`config.mk`:
```
export PLATFORM = sky130hd
export DESIGN_NAME = dmem_port_arbiter
export DESIGN_NICKNAME = d
export VERILOG_FILES = /design/src/rtl/dmem_port_arbiter_pkg.sv /design/src/rtl/dmem_port_arbiter_rr_arbiter2.sv /design/src/rtl/dmem_port_arbiter.sv
export SDC_FILE = /design/constraint.sdc
export NUM_CORES = 1
export LEC_CHECK = 0
export CAP_MARGIN = 20
export CORE_AREA = 2 2 119 121
export CTS_CLUSTER_DIAMETER = 40
export DETAILED_ROUTE_END_ITERATION = 8
export DIE_AREA = 0 0 121 123
export PLACE_DENSITY = 0.8
export RECOVER_POWER = 50
export SLEW_MARGIN = 10
export SYNTH_ARGS = -nofsm -noshare
export SYNTH_HDL_FRONTEND = slang
export SYNTH_SLANG_ARGS = --single-unit
```
`constraint.sdc`:
```
create_clock -name clk -period 2.1 [get_ports clk]
set_input_delay 0.315 -clock clk [delete_from_list [all_inputs] [get_ports clk]]
set_output_delay 0.315 -clock clk [all_outputs]
set_load 0.005 [all_outputs]
```
`src/rtl/dmem_port_arbiter_pkg.sv`:
```
// Shared types and constants for the two-requester data-memory port arbiter.
// Owner encoding is shared by the arbiter, the pipeline stages and the response steering.
package dmem_port_arbiter_pkg;

  localparam int ADDR_LEN = 32;
  localparam int DATA_LEN = 32;

  typedef enum logic {
    ARB_OWN_A = 1'b0,
    ARB_OWN_B = 1'b1
  } arb_owner_e;

  // Round-robin hand-off: after a grant, the other requester gets priority.
  function automatic arb_owner_e other_owner(input arb_owner_e owner);
    return (owner == ARB_OWN_A) ? ARB_OWN_B : ARB_OWN_A;
  endfunction

  // One-hot grant vector to owner; only meaningful when a grant is present.
  function automatic arb_owner_e grant_owner(input logic [1:0] gnt);
    return gnt[1] ? ARB_OWN_B : ARB_OWN_A;
  endfunction

endpackage

```
`src/rtl/dmem_port_arbiter_rr_arbiter2.sv`:
```
// Two-way round-robin arbiter with a combinational one-hot grant and a registered priority pointer.
// Bit 0 is requester A, bit 1 is requester B; no grant is issued while reset is asserted.
module rr_arbiter2
  import dmem_port_arbiter_pkg::*;
(
  input  logic       clk,
  input  logic       reset,
  input  logic [1:0] req,
  output logic [1:0] gnt
);

  arb_owner_e ptr;
  arb_owner_e ptr_next;

  always_comb begin
    // NOTE: every output of a combinational block gets a default first, so no path can infer a latch.
    gnt = 2'b00;
    if (reset) begin
      case (req)
        2'b01:   gnt = 2'b01;
        2'b10:   gnt = 2'b10;
        2'b11:   gnt = (ptr == ARB_OWN_A) ? 2'b01 : 2'b10;
        default: gnt = 2'b00;
      endcase
    end
  end

  always_comb begin
    ptr_next = ptr;
    if (|gnt) begin
      ptr_next = other_owner(grant_owner(gnt));
    end
  end

  always_ff @(posedge clk or negedge reset) begin
    // NOTE: sequential state uses non-blocking assignments so every flop samples pre-edge values.
    if (!reset) begin
      ptr <= ARB_OWN_A;
    end else begin
      ptr <= ptr_next;
    end
  end

endmodule

```
`src/rtl/dmem_port_arbiter.sv`:
```
// Shares data-memory port 1 between requesters A and B: round-robin grant, registered issue
// stage S1 driving the memory, registered response stage S2 returning load data to its owner.
module dmem_port_arbiter
  import dmem_port_arbiter_pkg::*;
#(
  parameter int ADDR_W = ADDR_LEN,
  parameter int DATA_W = DATA_LEN
) (
  input  logic              clk,
  input  logic              reset,

  input  logic              req_a,
  input  logic              we_a,
  input  logic [ADDR_W-1:0] addr_a,
  input  logic [DATA_W-1:0] wdata_a,
  input  logic [1:0]        size_a,
  output logic              gnt_a,
  output logic              rvalid_a,

  input  logic              req_b,
  input  logic              we_b,
  input  logic [ADDR_W-1:0] addr_b,
  input  logic [DATA_W-1:0] wdata_b,
  input  logic [1:0]        size_b,
  output logic              gnt_b,
  output logic              rvalid_b,

  output logic [DATA_W-1:0] rdata,

  output logic [ADDR_W-1:0] mem_raddr,
  output logic [1:0]        mem_rsize,
  input  logic [DATA_W-1:0] mem_rdata,
  output logic [ADDR_W-1:0] mem_waddr,
  output logic [DATA_W-1:0] mem_wdata,
  output logic [1:0]        mem_wsize,
  output logic              mem_we
);

  typedef struct packed {
    logic              valid;
    logic              we;
    arb_owner_e        owner;
    logic [1:0]        size;
    logic [ADDR_W-1:0] addr;
    logic [DATA_W-1:0] wdata;
  } cmd_t;

  logic [1:0] gnt;
  cmd_t       cmd_sel;
  cmd_t       s1;

  logic       s2_valid;
  arb_owner_e s2_owner;

  rr_arbiter2 u_arb (
    .clk   (clk),
    .reset (reset),
    .req   ({req_b, req_a}),
    .gnt   (gnt)
  );

  assign gnt_a = gnt[0];
  assign gnt_b = gnt[1];

  // Granted command, ready to be captured into S1 at the end of the grant cycle.
  always_comb begin
    cmd_sel       = '0;
    cmd_sel.valid = |gnt;
    cmd_sel.owner = grant_owner(gnt);
    if (gnt[1]) begin
      cmd_sel.we    = we_b;
      cmd_sel.size  = size_b;
      cmd_sel.addr  = addr_b;
      cmd_sel.wdata = wdata_b;
    end else begin
      cmd_sel.we    = we_a;
      cmd_sel.size  = size_a;
      cmd_sel.addr  = addr_a;
      cmd_sel.wdata = wdata_a;
    end
  end

  // Issue stage: payload only moves on a grant, so the memory ports stay quiet while idle.
  always_ff @(posedge clk or negedge reset) begin
    // NOTE: payload flops are reset as well because the memory-side ports must read 0 during reset.
    if (!reset) begin
      s1 <= '0;
    end else if (|gnt) begin
      s1 <= cmd_sel;
    end else begin
      s1.valid <= 1'b0;
    end
  end

  assign mem_raddr = s1.addr;
  assign mem_rsize = s1.size;
  assign mem_waddr = s1.addr;
  assign mem_wsize = s1.size;
  assign mem_wdata = s1.wdata;
  assign mem_we    = s1.valid & s1.we;

  // Response stage: rdata is only loaded by a load, so it holds between responses.
  always_ff @(posedge clk or negedge reset) begin
    if (!reset) begin
      s2_valid <= 1'b0;
      s2_owner <= ARB_OWN_A;
      rdata    <= '0;
    end else if (s1.valid && !s1.we) begin
      s2_valid <= 1'b1;
      s2_owner <= s1.owner;
      rdata    <= mem_rdata;
    end else begin
      s2_valid <= 1'b0;
    end
  end

  assign rvalid_a = s2_valid && (s2_owner == ARB_OWN_A);
  assign rvalid_b = s2_valid && (s2_owner == ARB_OWN_B);

endmodule

```
==> flow_metrics.env <==
export IMPL_slew_headroom=0.390
export IMPL_setup_violations=0
export IMPL_fmaxAchievable_mhz=501
export IMPL_drc_violation_total_after_the_first_tritonroute_iteration=199
export IMPL_worst_r2r_setup_slack_ns=0.41
export IMPL_holdPathStages=1
export IMPL_final_nets=821
export IMPL_area_growth_from_synthesis_to_final_layout_pct=54.3
export IMPL_max_slew_worst_pin_slew_ns=0.915
export IMPL_ff2ff_path_depth=3
export IMPL_synth_cells=453
export IMPL_vias=4233
export IMPL_worst_setup_hold_path_clk_slew_ns=0.08
export IMPL_synth_flop_cell="dfrtp_1"
export IMPL_min_path_type="reg2reg"
export IMPL_critical_path_arrival_ns=1.68
export IMPL_io_buffer_count=306
export IMPL_cts_tree="done"
export IMPL_critical_path_startpoint_type="register"
export IMPL_synthesized_flop_and_latch_total=104
export IMPL_async_flop_share=1.00
export IMPL_cts_buffers_inserted=9
export IMPL_ant_nets=0
export IMPL_antenna_cells_inserted=0
export IMPL_groute_usage_overall=0.195
export IMPL_setup_worst_path_class="reg2out"
export IMPL_clock_path_buffers=2
export IMPL_p_leak_nw=3.39
export IMPL_hold_end="rdata[3]$_DFFE_PN0P_"
export IMPL_drive_gt1_frac=0.104
export IMPL_report_final_slew_viol_count=0
export IMPL_wire_length_of_the_first_global_routing_pass_um=22700
export IMPL_rr_endpoint="rdata[16]$_DFFE_PN0P_"
export IMPL_synth_lib_cells_used_distinct=23
export IMPL_clockRootBuffer="clkbuf_16"
export IMPL_power_ir_vdd_worst_mv=0.326
export IMPL_die_width_um=121
export IMPL_rsz0062_at_grt="no"
export IMPL_r2r_start="s1[67]$_DFFE_PN0P_"
export IMPL_number_of_global_route_vias_before_repair=4352
export IMPL_worst_endpoint_required_ns=1.78
export IMPL_synth_edff_count=0
export IMPL_globalRouteOverflowTotal=0
export IMPL_synthesis_area_sq_mm=0.00516
export IMPL_final_hold_viol_count=0
export IMPL_drc=0
export IMPL_drt_pass1_iterations=4
export IMPL_fp_row_count=43
export IMPL_die_y_um=123
export IMPL_initial_utilization=0.379
export IMPL_viasPerCell=5.06
export IMPL_final_hold_worst_slack_ns=0.502
export IMPL_cp_startpoint="u_arb.ptr$_DFFE_PN0P_"
export IMPL_cts_htree_levels=3
export IMPL_route_final_wire_length_um=14800
export IMPL_cellPowerDensity_mw_per_mm2=786
export IMPL_routabilityCongestion=0.804
export IMPL_synth_yosys_seq_area_share=0.504
export IMPL_wire_per_inst_um=17.7
export IMPL_worstHoldStart="rdata[3]$_DFFE_PN0P_"
export IMPL_sinks_on_the_clock_net=104
export IMPL_number_of_top_level_pins=307
export IMPL_postSynthAreaPerCell_sq_um=11.4
export IMPL_core_region_area_sq_mm=0.0136
export IMPL_synth_net_count=623
export IMPL_grt_start_max_net_pins=68
export IMPL_clock_latency_ns=0.35
export IMPL_finalClockSkew_ns=0.0109
export IMPL_antenna_found_initial=0
export IMPL_setup_worst_path_end_class="output pin"
export IMPL_post_cts_setup_buffers=0
export IMPL_half_perimeter_wire_length_after_placement_um=10900
export IMPL_min_period_over_period=0.950
export IMPL_setup_tns_final_ns=0
export IMPL_drv_cap=0
export IMPL_final_min_clock_period_ns=1.99
export IMPL_critPathMaxFanout=5
export IMPL_die_area_sq_mm=0.0149
export IMPL_run_status="finished, final reports clean"
export IMPL_syn_warnings=0
==> where the power goes <==
part	internal, mW	switching, mW	total [mW]	leakage (nW)
Clock	0.851	0.828	1.68	0.150
Combinational	1.33	0.630	1.96	2.00
Sequential	2.37	0.242	2.62	1.24
Total	4.56	1.70	6.26	3.39
==> synthesized netlist by cell type (all sizes together) (2+ instances only) <==
cell type  instances  area share
buf              123        0.17
and3              51       0.062
mux2              33       0.072
nand3             16       0.016
inv                2      0.0015
o21ai             18       0.017
a31oi             16       0.019
clkbuf            10      0.0073
and2               3      0.0041
nand2              3      0.0022
dfrtp            104        0.50
nor2              17       0.012
nor2b              2      0.0024
a221o             51       0.099
==> layout by cell type, fill, tap and decap left out, drive strengths merged, types with 13 or more instances in the layout <==
master and n:
o21ai 18, nand3 16, mux2 33, nor2 17, dlygate4sd3 33, a221o 51, dfrtp 104, and3 51
a31oi 16, clkbuf 13, clkdlybuf4s50 273
==> per-stage QoR <==
step	util	cell area (sq um)	cells	power (mW)	setup WS (ns)
global route	0.585	7960	836	6.62	0.0571
CTS	0.586	7970	836	6.39	0.0631
detailed placement	0.563	7660	819	4.69	0.116
finish	0.585	7960	836	6.26	0.106
floorplan	-	5160	453	3.62	0.749
global placement	0.563	7660	819	4.63	0.156
==> state kept, by name, summed over array words and instances, names as in the netlist <==
signal,cells
s2_owner,1
mem_raddr,32
s2_valid,1
u_arb.ptr,1
rdata,32
mem_rsize,2
mem_wdata,32
s1,3
==> critical path, stage by stage (launching register included) <==
cell and delay [ns]:
dfrtp_2 0.42, and2b_2 0.24, nor2_1 0.13, clkdlybuf4s50_1 0.54
==> layout make-up <==
cell class | instances | area [sq um]
tap | 180 | 225
timing repair buffer | 320 | 3180
fill | 1100 | 5650
inverter | 2 | 7.51
sequential | 104 | 2600
clock inverter | 7 | 81.3
multi-input combinational | 214 | 1640
clock buffer | 9 | 225
==> worst max-delay path by stage <==
stage                                 to  slack, ns  depth (start not counted)
2_1_floorplan  mem_raddr[10]$_DFFE_PN0P_       0.75                          5
3_5_place_dp   mem_raddr[19]$_DFFE_PN0P_       0.12                          6
4_1_cts                            gnt_b       0.06                          3
6_report                           gnt_b       0.11                          3
5_1_grt                            gnt_b       0.06                          3
3_3_place_gp                       gnt_b       0.16                          4
==> metal layers <==
| metal | vias up | global-route usage | routed length (um) |
|---|---|---|---|
| met2 | 212 | 0.353 | 7790 |
| met3 | 22 | 0.0466 | 1210 |
| met1 | 2051 | 0.225 | 5500 |
| met5 | - | 0 | 0 |
| met4 | 0 | 0.0690 | 307 |
| li1 | 1948 | - | - |
==> cell families after synthesis <==
logic type,share of synthesized area
AOI/OAI and AO/OA,0.139
buffers and inverters,0.182
DFF,0.504
muxes,0.0720
and+or+nand+nor,0.103
==> repair_timing <==
item | 4_1_cts | 5_1_grt
setup endpoints to repair | 0 | 1
resized for setup | 0 | 1
hold buffers | 1 | 0
hold endpoints to repair | 1 | 0
No activity file was read; power rests on OpenSTA's default activity.
